### config.mk
export PLATFORM = sky130hd
export DESIGN_NAME = hazard_fwd_ctrl
export DESIGN_NICKNAME = d
export VERILOG_FILES = /design/src/rtl/pipe_pkg.sv /design/src/rtl/fwd_select.sv /design/src/rtl/hazard_fwd_ctrl.sv
export SDC_FILE = /design/constraint.sdc
export NUM_CORES = 1
export LEC_CHECK = 0
export BUFFER_PORTS_ARGS = -buffer_cell sky130_fd_sc_hd__buf_2
export CORE_AREA = 2 2 64 112
export DETAILED_ROUTE_END_ITERATION = 8
export DIE_AREA = 0 0 66 114
export MAX_ROUTING_LAYER = met4
export PLACE_DENSITY = 0.82
export SETUP_SLACK_MARGIN = 0.2
export SYNTH_ARGS = -nofsm -noshare
export SYNTH_HDL_FRONTEND = slang
export SYNTH_SLANG_ARGS = --single-unit
### constraint.sdc
create_clock -name clk -period 5.1 [get_ports clk]
set_clock_uncertainty 0.1 [all_clocks]
set_input_delay 0.255 -clock clk [delete_from_list [all_inputs] [get_ports clk]]
set_output_delay 0.255 -clock clk [all_outputs]
set_load 0.03 [all_outputs]
### src/rtl/pipe_pkg.sv
// Shared definitions for the RV32I pipeline hazard/forwarding logic:
// forward-select encodings, the shadow-pipeline entry and the stall FSM states.
package pipe_pkg;

    localparam int RV_REG_ADDR_W = 5;

    localparam logic [1:0] FWD_RF  = 2'b00;
    localparam logic [1:0] FWD_WB  = 2'b01;
    localparam logic [1:0] FWD_MEM = 2'b10;

    typedef struct packed {
        logic                     valid;
        logic [RV_REG_ADDR_W-1:0] rd;
        logic                     regwrite;
        logic                     memread;
    } shadow_entry_t;

    typedef enum logic {
        RUN,
        STALL1
    } hz_state_t;

    // x0 is hard-wired to zero, so an entry targeting it never produces a value
    function automatic logic is_writer(input shadow_entry_t e);
        return e.valid && e.regwrite && (e.rd != '0);
    endfunction

endpackage

### src/rtl/fwd_select.sv
// Per-operand forwarding select: picks the youngest in-flight producer of rs.
// WB is never a source because the register file writes through.
module fwd_select
    import pipe_pkg::*;
#(
    parameter int REG_ADDR_W = RV_REG_ADDR_W
) (
    input  logic [REG_ADDR_W-1:0] rs,
    input  logic                  uses,
    input  shadow_entry_t         ex_entry,
    input  shadow_entry_t         mem_entry,
    output logic [1:0]            sel
);

    // A load still in EX has no data yet; that case is handled by the stall
    always_comb begin
        sel = FWD_RF;
        if (uses) begin
            if (is_writer(ex_entry) && !ex_entry.memread && (ex_entry.rd == rs)) begin
                sel = FWD_MEM;
            end else if (is_writer(mem_entry) && (mem_entry.rd == rs)) begin
                sel = FWD_WB;
            end
        end
    end

endmodule

### src/rtl/hazard_fwd_ctrl.sv
// Hazard and forwarding controller for the 5-stage RV32I pipeline: shadow
// pipeline of destination registers, registered ALU forward selects, load-use stall and flush.
module hazard_fwd_ctrl
    import pipe_pkg::*;
#(
    parameter int REG_ADDR_W = RV_REG_ADDR_W,
    parameter int CNT_W      = 32
) (
    input  logic                  clk,
    input  logic                  rst,
    input  logic                  id_valid,
    input  logic [REG_ADDR_W-1:0] id_rs1,
    input  logic [REG_ADDR_W-1:0] id_rs2,
    input  logic                  id_uses_rs1,
    input  logic                  id_uses_rs2,
    input  logic [REG_ADDR_W-1:0] id_rd,
    input  logic                  id_regwrite,
    input  logic                  id_memread,
    input  logic                  ex_branch_taken,
    output logic [1:0]            fwd_a_sel,
    output logic [1:0]            fwd_b_sel,
    output logic                  stall,
    output logic                  bubble,
    output logic                  flush,
    output logic [CNT_W-1:0]      stall_cnt,
    output logic [CNT_W-1:0]      flush_cnt
);

    shadow_entry_t ex_entry, mem_entry, wb_entry, id_entry;
    hz_state_t     state, state_next;
    logic          load_use;
    logic          advance;
    logic [1:0]    sel_a, sel_b;

    assign id_entry = '{valid: 1'b1, rd: id_rd, regwrite: id_regwrite, memread: id_memread};

    assign load_use = id_valid && is_writer(ex_entry) && ex_entry.memread &&
                      ((id_uses_rs1 && (id_rs1 == ex_entry.rd)) ||
                       (id_uses_rs2 && (id_rs2 == ex_entry.rd)));

    fwd_select #(.REG_ADDR_W(REG_ADDR_W)) u_sel_a (
        .rs        (id_rs1),
        .uses      (id_uses_rs1),
        .ex_entry  (ex_entry),
        .mem_entry (mem_entry),
        .sel       (sel_a)
    );

    fwd_select #(.REG_ADDR_W(REG_ADDR_W)) u_sel_b (
        .rs        (id_rs2),
        .uses      (id_uses_rs2),
        .ex_entry  (ex_entry),
        .mem_entry (mem_entry),
        .sel       (sel_b)
    );

    // A taken branch squashes the ID instruction, so it overrides any load-use stall
    always_comb begin
        flush      = ex_branch_taken && !rst;
        stall      = 1'b0;
        bubble     = flush;
        state_next = state;
        if (flush) begin
            state_next = RUN;
        end else begin
            case (state)
                RUN: begin
                    if (load_use) begin
                        stall      = 1'b1;
                        bubble     = 1'b1;
                        state_next = STALL1;
                    end
                end
                STALL1:  state_next = RUN;
                default: state_next = RUN;
            endcase
        end
    end

    assign advance = id_valid && !bubble;

    always_ff @(posedge clk or posedge rst) begin
        if (rst) begin
            state <= RUN;
        end else begin
            state <= state_next;
        end
    end

    // The shadow pipeline never freezes; a stall just injects an empty EX entry
    always_ff @(posedge clk or posedge rst) begin
        if (rst) begin
            ex_entry  <= '0;
            mem_entry <= '0;
            wb_entry  <= '0;
        end else begin
            ex_entry  <= advance ? id_entry : '0;
            mem_entry <= ex_entry;
            wb_entry  <= mem_entry;
        end
    end

    always_ff @(posedge clk or posedge rst) begin
        if (rst) begin
            fwd_a_sel <= FWD_RF;
            fwd_b_sel <= FWD_RF;
        end else begin
            fwd_a_sel <= advance ? sel_a : FWD_RF;
            fwd_b_sel <= advance ? sel_b : FWD_RF;
        end
    end

    always_ff @(posedge clk or posedge rst) begin
        if (rst) begin
            stall_cnt <= '0;
            flush_cnt <= '0;
        end else begin
            stall_cnt <= stall_cnt + {{(CNT_W-1){1'b0}}, stall};
            flush_cnt <= flush_cnt + {{(CNT_W-1){1'b0}}, flush};
        end
    end

endmodule
### Yosys cells after proc, flatten, opt, wreduce, memory -nomap -nowiden

Cells that the tools add are included.

* bits in latches: 0
* register bits after elaboration: 84
* memories: 0
* word-level logic and storage cells: 58
* output and inout port bits: 71
* RAM bits: 0
* input port bits: 23
* memory bits (read-only): 0

* order comparisons: 0
* divide/modulo/power cells: 0
* bitwise logic cells: 1
* equality and inequality tests: 6
* muxes and demuxes: 15
* multipliers: 0
* reductions and logical operators: 22
* shifts and indexed selects: 0
* add/sub/neg operators: 2

Operators with widths (count)
* 32-bit by 1-bit adder with 32-bit output: 2
* 5-bit equality test: 6
* 1-bit logical AND: 16
* 2-bit two-way mux: 6
* 5-bit nonzero test: 2
* 8-bit two-way mux: 1
* 1-bit two-way mux: 7
* 1-bit logical NOT: 3
* 1-bit case mux with 2 select lines: 1
* 1-bit logical OR: 1
* 1-bit NOT: 1

### Logic depth before layout (Yosys ltp)

Gate-level depths: netlist of the first run.

* word-level depth: 11
* depth in mapped cells: 14
* gate-level depth less buffers: 12

### Hierarchy

Synthesis of the first run repeated with hierarchy kept, for this count alone.

* cell total of the unflattened synthesis: 365
* area, all modules: 4119.0 um^2

Modules (own cells, without submodules)
* hazard_fwd_ctrl: instances 1, area an instance 3798.6 um^2, cells an instance 321, seq. area each 2127.0 um^2
* fwd_select: instances 2, area an instance 160.2 um^2, cells an instance 22, seq. area each 0.0 um^2

### Worst setup path after synthesis of the first run

OpenSTA, ideal clock, no wires.

* path kind: register to register
* start point: reg, netlist name ex_entry[3]
* end point: reg stall_cnt[22]
* setup time: 134 ps
* data arrival time: 3219 ps
* path slack: 1647 ps
* data required time: 4866 ps
* stages on the path, launching flop included: 15
* path buffers: 2
* clock period less this slack: 3453 ps
* cells stage by stage: dfrtp_1 -> xor2_1 -> nor4_2 -> nand3_1 -> a2111oi_4 -> buf_6 -> and2b_1 -> ha_1 -> ha_1 -> nand2_1 -> nor4_2 -> and3_1 -> buf_2 -> nand4_1 -> xnor2_1

* word-level cells in the longest chain between the ends: 9
* elaborated cells on any way between the ends: 14
* those cells by class: add/sub (1); eq/ne (2); mux (3); reduce/logical (8)

Ends and longest elaborated chain
* 5-bit nonzero test: line pipe_pkg.sv:25 `return e.valid && e.regwrite && (e.rd != '0);`
* 1-bit logical AND: line pipe_pkg.sv:25
* 1-bit logical AND (2 in series): line hazard_fwd_ctrl.sv:37 `assign load_use = id_valid && is_writer(ex_entry) && ex_entry.memread &&`
* 1-bit logical AND *: line hazard_fwd_ctrl.sv:37
* 1-bit two-way mux *: line hazard_fwd_ctrl.sv:68 `if (load_use) begin`
* 1-bit two-way mux *: line hazard_fwd_ctrl.sv:66 `case (state)`
* 1-bit two-way mux *: line hazard_fwd_ctrl.sv:63 `if (flush) begin`
* named net stall: line hazard_fwd_ctrl.sv:22 `output logic stall,`
* 32-bit by 1-bit adder with 32-bit output *: line hazard_fwd_ctrl.sv:118 `stall_cnt <= stall_cnt + {{(CNT_W-1){1'b0}}, stall};`
* end signal: assignment: line hazard_fwd_ctrl.sv:118
* end: declaration: line hazard_fwd_ctrl.sv:25 `output logic [CNT_W-1:0] stall_cnt,`

The timed path passes the listed nets; every way through them passes the cells marked *.

### Final worst setup path of the first run

* start point: reg, netlist name ex_entry[3]
* end point: reg stall_cnt[22]

* word-level cells in the longest chain between the ends: 9
* elaborated cells on any way between the ends: 14
* those cells by class: add/sub (1); eq/ne (2); mux (3); reduce/logical (8)

Ends and longest elaborated chain (line)
* 5-bit nonzero test: pipe_pkg.sv:25
* 1-bit logical AND: pipe_pkg.sv:25
* 1-bit logical AND (2 in series): hazard_fwd_ctrl.sv:37
* 1-bit logical AND *: hazard_fwd_ctrl.sv:37
* 1-bit two-way mux *: hazard_fwd_ctrl.sv:68
* 1-bit two-way mux *: hazard_fwd_ctrl.sv:66
* 1-bit two-way mux *: hazard_fwd_ctrl.sv:63
* 32-bit by 1-bit adder with 32-bit output *: hazard_fwd_ctrl.sv:118

Mark *: on every way between the ends. The rest lies on a longest branch, timed or not.

==> run metrics, run 1 <==
Clk pin slew, worst setup/hold paths 60 ps; Net Sw Power 383 uW; top cell type's share of synthesized area 56.7%; worst-path maximum fanout 12; DR DRC count 0; worst vdd ir 0.282 mV; largest net degree at the start of global routing 79; final cycle utilization of the critical path 71.9%; outcome completed; Sw Ratio 25.1%; HPWL Detailed 5730 um; Yosys reg bits 84; register area 0.00210 mm^2; Netlist cell types 29; Worst setup EP type flip-flop; all-layer global routing usage 23.5%; Site Rows 40; first-pass GRT wire length 13,100 um; final instance area 0.00458 mm^2; ANT nets after route 0; CTS root buf clkbuf_16; Startpoint Class flip-flop; most common cell in the netlist dfrtp_1; ys async rst share 100%; Via density 5.33; Initial DRT Pass Iterations 4; DR iter-0 viols 142; Die X 66 um; starting density of the core 55.2%; slowest CP cell a2111oi_4; worst hold path type input port to flip-flop; chip height 114 um; Layout area overhead 23.5%; initial antenna violation count 0; clock latency on the worst-skew pair 330 ps; gp weighted congestion 0.837; Post-synth EDFFs 0; Synth area leader dfrtp_1; kind of critical path flip-flop to flip-flop; WL/cell 14.9 um; Fin Setup TNS 0 ps; Fillers 532; Seq pwr share 47.8%; Synth top cells by count dfrtp_1, xnor2_1, xor2_1; Worst Path Required 5210 ps; crit path cell chain xor2_1, nor4_2, nand3_1, a2111oi_4, and2b_1, ha_1, ha_1, nand2_1, nor4_2, and3_1, nand4_1, xnor2_1; H-tree depth 3; die area 0.00752 mm^2; cell count after synthesis 319; TritonCTS Buffers 9; Critical Path AT 3780 ps; clk sinks 84; core box area 0.00671 mm^2; Seq/Total Area, Yosys 56.7%; pwr/cell area 334 mW/mm^2; Max-cap violations 0; Cell Int Power 1150 uW; Clk pwr share 42.3%; CTS tree built; Ant. Diodes 0; min cycle time layout 3670 ps; final WL 7590 um; # setup viols final 0; final net count 449; Max Slew Vio Count 0; fmax 273 MHz; RSZ-0062 raised after global routing no; Buffers on Ports 93; area taken by multi-input logic gates 0.00156 mm^2; Ports 94; combinational share of power 9.9%; post-cts gate resize count 0; dpl cell area 0.00426 mm^2; total grt overflow 0; final hold violation count 0; top cells by area, synth dfrtp_1, xnor2_1, xor2_1; yosys synthesis warning count 0; predominant post-synthesis flop cell dfrtp_1; slowest stage delay, CP 690 ps; Slew @ Worst Pin 954 ps; routed vias 2,725; Post-Syn Area 0.00370 mm^2; Syn Area/Cell 11.6 um^2; worst rel slew slack 36.4%; Longest Clk Path Bufs 2; leak pwr 0.00247 uW; number of global-route vias before repair 2,773; syn nets 346; proportion of layout cells with a drive suffix above 1 28.3%
layer usage:
layer	vias to the layer above	wire, um	global-route usage [%]
li1	1291	-	-
met1	1343	2940	27.5
met2	82	4170	38.7
met3	9	359	5.82
met4	0	124	8.98
met5	-	0	-
registers in the layout (all words and copies together) (netlist names):
signal / flops
state: 1
flush_cnt: 32
mem_entry: 7
fwd_b_sel: 2
stall_cnt: 32
ex_entry: 8
fwd_a_sel: 2
cells by family after synthesis:
| family | Yosys count | share of synthesized area (%) |
|---|---|---|
| and+or+nand+nor | 139 | 20.8 |
| DFF | 84 | 56.7 |
| adders and majority gates | 4 | 1.35 |
| AOI/OAI and AO/OA | 2 | 0.980 |
| xor gates and xnor gates | 80 | 18.9 |
| buffers and inverters | 10 | 1.25 |
timing repair:
action	CTS	global route
setup buffers	0	0
endpoints found under the hold margin	6	0
setup endpoints to repair	0	0
hold buffers	1	0
cell type report:
type,instances,share of cell area (%)
Tap cell,84,2.30
Sequential cell,84,45.9
Timing Repair Buffer,95,10.6
Clock buffer,11,5.52
Clock inverter,5,1.09
Multi-Input combinational cell,225,34.0
Inverter,7,0.601
cells in the final DEF, fill, tap and decap left out, drive strengths merged:
cell type,n
ha,4
bufinv,1
and4,1
and2b,1
o2111ai,1
nor2,27
dfrtp,84
clkbuf,11
clkinv,5
or4,2
dlygate4sd3,1
nand2,31
inv,6
nor2b,3
nand3,27
a2111oi,1
and3,10
xnor2,43
nor4,12
xor2,37
nor3,4
or2,1
buf,94
and2,2
nand4,18
power by group through the flow:
stage	Sequential, uW	Combinational, uW	Clock, uW
2_1_floorplan	783	54.4	0
3_3_place_gp	741	149	0
3_5_place_dp	744	152	0
4_1_cts	732	154	664
5_1_grt	737	166	698
6_report	731	151	646
per-stage QoR:
step | util, % | power [uW] | std cells | setup slack [ps] | hold WS, ps
after global routing | 68.2 | 1600 | 511 | 1000 | 29.9
after CTS | 68.2 | 1550 | 511 | 1390 | 19.2
after global placement | 63.6 | 890 | 494 | 1530 | 48.5
final | 68.2 | 1530 | 511 | 1430 | 29.9
after detailed placement | 63.6 | 896 | 494 | 1420 | 44.4
after floorplan | - | 837 | 319 | 1650 | 263
worst max-delay path: cells and delay by family, from the launching register on:
kind,cells,cell delay [ps]
compound gates,1,690
fa+ha+maj,2,390
simple gates,7,1610
xor+xnor,2,340
flops,1,410
path summary, 6_finish.rpt:
kind	startpoint	end	slack, ps	cells after the start
min reg2reg	ex_entry[1]$_DFF_PP0_	mem_entry[1]$_DFF_PP0_	300	0
min	id_regwrite	ex_entry[1]$_DFF_PP0_	30	3
max in group asynchronous	rst	stall_cnt[24]$_DFF_PP0_	3490	4
max reg2reg	ex_entry[3]$_DFF_PP0_	stall_cnt[22]$_DFF_PP0_	1430	12
max	ex_entry[3]$_DFF_PP0_	stall_cnt[22]$_DFF_PP0_	1430	12
min in group asynchronous	rst	fwd_b_sel[1]$_DFF_PP0_	270	3
Note: power is estimated with default switching activity, not from simulation.
==> run 2: changes to the inputs <==
--- a/config.mk
+++ b/config.mk
@@ -6,11 +6,11 @@
 export NUM_CORES = 1
 export LEC_CHECK = 0
 export BUFFER_PORTS_ARGS = -buffer_cell sky130_fd_sc_hd__buf_2
-export CORE_AREA = 2 2 64 112
+export CORE_AREA = 2 2 67 116
 export DETAILED_ROUTE_END_ITERATION = 8
-export DIE_AREA = 0 0 66 114
+export DIE_AREA = 0 0 69 118
 export MAX_ROUTING_LAYER = met4
-export PLACE_DENSITY = 0.82
+export PLACE_DENSITY = 0.77
 export SETUP_SLACK_MARGIN = 0.2
 export SYNTH_ARGS = -nofsm -noshare
 export SYNTH_HDL_FRONTEND = slang
==> constraint.sdc (replaced) <==
create_clock -name clk -period 3.65 [get_ports clk]
set_clock_uncertainty 0.1 [all_clocks]
set_input_delay 0.1825 -clock clk [delete_from_list [all_inputs] [get_ports clk]]
set_output_delay 0.1825 -clock clk [all_outputs]
set_load 0.03 [all_outputs]
==> run 2 against run 1 <==
Compared with the run above: count of clock-buffer cells in the layout increased by 1; utilization decreased by 3.2 points; critical path depth unchanged; critical path type unchanged; wire length increased by 3.2%; sequential share of layout area decreased by 0.93 points; clock power increased by 23%; global-route usage decreased by 2.9 points; die area increased by 8.2%.
==> run metrics, run 2 (synthesis results as in run 1) <==
outcome completed; leak pwr 0.00252 uW; Slew @ Worst Pin 910 ps; CTS tree built; Fillers 573; slowest CP cell dfrtp_2; crit path cell chain xor2_1, nor4_2, nand3_1, a2111oi_4, and2b_2, ha_1, ha_4, nand2_2, nor4_4, and3_4, nand4_1, xnor2_1; worst-path maximum fanout 6; Clk pin slew, worst setup/hold paths 60 ps; largest net degree at the start of global routing 55; min cycle time layout 3140 ps; chip height 118 um; HPWL Detailed 5630 um; DR iter-0 viols 156; die area 0.00814 mm^2; worst vdd ir 0.347 mV; Longest Clk Path Bufs 2; # setup viols final 0; clk sinks 84; Buffers on Ports 93; M1 WL 3150 um; RSZ-0062 raised after global routing no; final cycle utilization of the critical path 86.0%; fmax 319 MHz; routed vias 2,714; final hold violation count 0; Initial DRT Pass Iterations 4; most common cell after layout, fill and taps aside buf_2; CTS root buf clkbuf_16; Critical Path AT 3260 ps; register area 0.00210 mm^2; final instance area 0.00467 mm^2; ANT nets after route 0; Worst Hold Slack 15.3 ps; initial antenna violation count 0; uppermost layer routed met4; clock latency on the worst-skew pair 340 ps; final net count 460; TritonCTS Buffers 9; dpl cell area 0.00428 mm^2; H-tree depth 3; all-layer global routing usage 20.6%; core box area 0.00718 mm^2; Ant. Diodes 0; DR DRC count 0; worst rel slew slack 39.3%; Startpoint Class flip-flop; Die X 69 um; Layout area overhead 26.2%; total grt overflow 0; first-pass GRT wire length 12,800 um; slowest stage delay, CP 440 ps; commonest cells after routing, fill and taps aside buf_2, dfrtp_1, xnor2_1; final WL 7830 um; Max-cap violations 0; starting density of the core 51.6%; proportion of layout cells with a drive suffix above 1 29.1%; biggest regs flush_cnt x32, stall_cnt x32, ex_entry x8; met3 wire length 348 um; Fin Setup TNS 0 ps; Site Rows 41; kind of critical path flip-flop to flip-flop; Via density 5.19; Worst Path Required 3770 ps; Ports 94; met2 wire length 4170 um; Max Slew Vio Count 0; worst hold path type input port to flip-flop; Worst setup EP type flip-flop; WL/cell 15.0 um; number of global-route vias before repair 2,759; area taken by multi-input logic gates 0.00160 mm^2; gp weighted congestion 0.865; pwr/cell area 435 mW/mm^2
==> run 2: report_power, final <==
| group | leakage, uW | internal, uW | total [uW] | switching, uW |
|---|---|---|---|---|
| Sequential | 0.00114 | 972 | 1020 | 53.1 |
| Clock | 0.000126 | 454 | 792 | 339 |
| Combinational | 0.00125 | 72.1 | 218 | 146 |
| Total | 0.00252 | 1500 | 2030 | 537 |
==> run 2: worst paths after layout <==
| kind | from | end | slack, ps | cells after the start |
|---|---|---|---|---|
| worst max-delay path | ex_entry[2]$_DFF_PP0_ | stall_cnt[22]$_DFF_PP0_ | 510 | 12 |
| worst min-delay path | id_uses_rs2 | fwd_b_sel[1]$_DFF_PP0_ | 20 | 2 |
| worst max register to register | ex_entry[2]$_DFF_PP0_ | stall_cnt[22]$_DFF_PP0_ | 510 | 12 |
| worst min register to register | ex_entry[7]$_DFF_PP0_ | mem_entry[7]$_DFF_PP0_ | 300 | 0 |
| max in group asynchronous | rst | stall_cnt[25]$_DFF_PP0_ | 2040 | 4 |
| min in group asynchronous | rst | stall_cnt[9]$_DFF_PP0_ | 470 | 3 |
==> run 2: cell type report <==
class | instances | area share [%]
sequential | 84 | 45.0
clock inverter | 3 | 0.321
clock buffer | 12 | 5.06
tap | 86 | 2.30
timing repair buffer | 106 | 12.5
inverter | 7 | 0.589
multi-input combinational | 225 | 34.3
==> run 2: critical path: cells and delay by family (launching register included) <==
kind                     cells  cell delay, ps
adder cells (fa/ha/maj)      2             360
AND/OR/NAND/NOR              7            1460
AO/OA/AOI/OAI                1             320
XOR/XNOR                     2             340
flip-flops                   1             440
==> run 2: through the flow <==
step	instances	utilization [%]	setup slack (ps)	power (uW)
2_1_floorplan	319	-	297	1170
3_3_place_gp	497	59.5	315	1240
3_5_place_dp	497	59.5	217	1250
4_1_cts	520	64.1	205	2060
5_1_grt	523	65.1	218	2120
6_report	523	65.1	512	2030
==> run 2: timing repair <==
item	CTS	global route
hold buffers	8	0
buffers inserted	0	3
endpoints found under the setup margin	0	14
hold endpoints to repair	60	0
gates resized for setup	0	9
==> run 2: routing by layer <==
layer	vias up	GRT usage, %
met1	1310	22.6
met3	14	3.25
met5	-	-
met4	0	12.9
met2	79	34.4
li1	1311	-
==> run 3: changes to the inputs <==
--- a/config.mk
+++ b/config.mk
@@ -5,10 +5,12 @@
 export SDC_FILE = /design/constraint.sdc
 export NUM_CORES = 1
 export LEC_CHECK = 0
+export ABC_AREA = 1
+export ABC_CLOCK_PERIOD_IN_PS = 3650
 export BUFFER_PORTS_ARGS = -buffer_cell sky130_fd_sc_hd__buf_2
-export CORE_AREA = 2 2 67 116
+export CORE_AREA = 2 2 70 122
 export DETAILED_ROUTE_END_ITERATION = 8
-export DIE_AREA = 0 0 69 118
+export DIE_AREA = 0 0 72 124
 export MAX_ROUTING_LAYER = met4
 export PLACE_DENSITY = 0.77
 export SETUP_SLACK_MARGIN = 0.2
==> run 3 against run 2 <==
Compared with the run above: synthesized area rose by 13%; clock power rose by 9.3%; fmax rose by 14%; worst setup slack improved by 380 ps; utilization fell by 0.13 points; synthesized cell count rose by 45%.
==> run metrics, run 3 <==
Post-synth EDFFs 0; number of buffers and inverters on the critical path 1; fmax 363 MHz; WL/cell 14.8 um; predominant post-synthesis flop cell dfrtp_1; # setup viols final 0; total grt overflow 0; Seq/Total Area, Yosys 50.0%; most frequent cell on the critical path nand2_1; yosys synthesis warning count 0; slowest CP cell dfrtp_1; worst rel slew slack 32.6%; Yosys reg bits 84; TritonCTS Buffers 9; commonest cells after routing, fill and taps aside nand2_1, buf_2, dfrtp_1; min cycle time layout 2760 ps; Via density 5.17; Netlist cell types 34; starting density of the core 53.1%; H-tree depth 3; routed vias 3,462; Buffers on Ports 93; biggest regs flush_cnt x32, stall_cnt x32, ex_entry x8; Site Rows 43; RSZ-0062 raised after global routing no; clk sinks 84; all-layer global routing usage 24.8%; top cell type's share of synthesized area 50.0%; Synth area leader dfrtp_1; DR DRC count 0; Clk pin slew, worst setup/hold paths 60 ps; Slew @ Worst Pin 1010 ps; outcome completed; Critical Path AT 2880 ps; Startpoint Class flip-flop; final cycle utilization of the critical path 75.5%; top cells by area, synth dfrtp_1, nand2_1, xor2_1; pwr/cell area 416 mW/mm^2; post-CTS setup repair buffer count 0; CTS root buf clkbuf_16; Fillers 656; Syn Area/Cell 9.06 um^2; most common cell after layout, fill and taps aside nand2_1; final WL 9910 um; Initial DRT Pass Iterations 4; Ant. Diodes 0; Worst setup EP type flip-flop; CTS tree built; worst hold path type input port to flip-flop; Placed Cells incl. Taps 647; core box area 0.00791 mm^2; kind of critical path flip-flop to flip-flop; initial antenna violation count 0; CP delay by family, top simple AND/OR/NAND/NOR gates; final net count 603; ANT nets after route 0; Max-cap violations 0; crit path cell chain inv_1, nand2_1, nand2_1, nor2_1, nand4_1, nand2_1, nand2_1, nor2_1, ha_1, ha_1, nand3_4, nor2_4, nand2_4, nor2_4, nand2_2, nor2_4, nand3_1, nand2_1, nand2_1; Synth top cells by count nand2_1, dfrtp_1, nor2_1; leak pwr 0.00277 uW; ys async rst share 100%; DR iter-0 viols 189; first-pass GRT wire length 16,400 um; final hold violation count 0; Worst Path Required 3770 ps; syn nets 491; fin cells 669; Layout area overhead 22.3%; most common cell in the netlist nand2_1; gp weighted congestion 0.929; Fin Setup TNS 0 ps; die area 0.00893 mm^2; Max Slew Vio Count 0; HPWL Detailed 7520 um; Longest Clk Path Bufs 2; post-cts gate resize count 0; worst vdd ir 0.255 mV; clock latency on the worst-skew pair 340 ps; number of global-route vias before repair 3,544; worst-path maximum fanout 5; slowest stage delay, CP 400 ps; proportion of layout cells with a drive suffix above 1 23.8%; Ports 94; cell count after synthesis 464; Post-Syn Area 0.00420 mm^2; Die X 72 um; chip height 124 um; largest net degree at the start of global routing 60
## run 3: worst reg2reg max path, cell delays in order (launching register included)
cell and delay (ps):
dfrtp_1 400, inv_1 70, nand2_1 60, nand2_1 50, nor2_1 130, nand4_1 110, nand2_1 90, nand2_1 80
nor2_1 200, ha_1 210, ha_1 230, nand3_4 110, nor2_4 150, nand2_4 90, nor2_4 130, nand2_2 90
nor2_4 140, nand3_1 90, nand2_1 70, nand2_1 50
## run 3: layer usage
| layer | GRT usage (%) | wire length, um |
|---|---|---|
| met1 | 27.0 | 3800 |
| met2 | 42.1 | 5280 |
| met5 | - | 0 |
| met4 | 14.0 | 422 |
| met3 | 4.69 | 405 |
## run 3: kinds of logic (layout without fill, tap and decap cells)
logic type | count (synthesis) | after routing | share of synthesized area (%)
simple gates | 248 | 248 | 28.9
fa+ha+maj | 4 | 4 | 1.19
xor+xnor | 66 | 66 | 13.9
flops | 84 | 84 | 50.0
compound gates | 7 | 7 | 1.01
buf+inv | 55 | 170 | 4.97
## run 3: repair_timing
item	4_1_cts	5_1_grt
hold buffers	8	0
endpoints found under the hold margin	37	0
endpoints found under the setup margin	0	0
## run 3: final cells by class
class / instances / area, um^2 / share of cell area, %
multi-input cells: 325 / 1890 / 36.8
inverters: 54 / 205 / 3.99
clock buffers: 12 / 236 / 4.60
flip-flops and latches: 84 / 2100 / 40.9
clock inverters: 2 / 37.5 / 0.731
repair buffers: 102 / 553 / 10.8
well taps: 90 / 113 / 2.19
## run 3: worst paths after layout
path                                       start                 endpoint  slack (ps)  cells after the start
setup / recovery           ex_entry[2]$_DFF_PP0_  stall_cnt[30]$_DFF_PP0_         890                     19
hold / removal                       id_uses_rs2   fwd_b_sel[1]$_DFF_PP0_          50                      3
setup reg to reg           ex_entry[2]$_DFF_PP0_  stall_cnt[30]$_DFF_PP0_         890                     19
hold reg to reg            ex_entry[1]$_DFF_PP0_   mem_entry[1]$_DFF_PP0_         290                      0
max in group asynchronous                    rst    ex_entry[4]$_DFF_PP0_        2040                      4
min in group asynchronous                    rst   flush_cnt[6]$_DFF_PP0_         520                      3
## run 3: report_power, final
part	switching, uW	internal [uW]	leakage, uW
sequential	54.5	974	0.00111
clock	343	523	0.000129
combinational	162	77.6	0.00152
total	560	1570	0.00277
## run 3: stage by stage
step	power, uW	setup slack, ps	instance area, um^2	util, %	hold slack (ps)
floorplan	1200	802	4200	-	189
finish	2140	894	5140	65.0	48.8
global route	2220	581	5140	65.0	56.3
detailed placement	1280	901	4780	60.5	284
CTS	2160	888	5140	65.0	36.2
global placement	1270	1050	4780	60.5	282
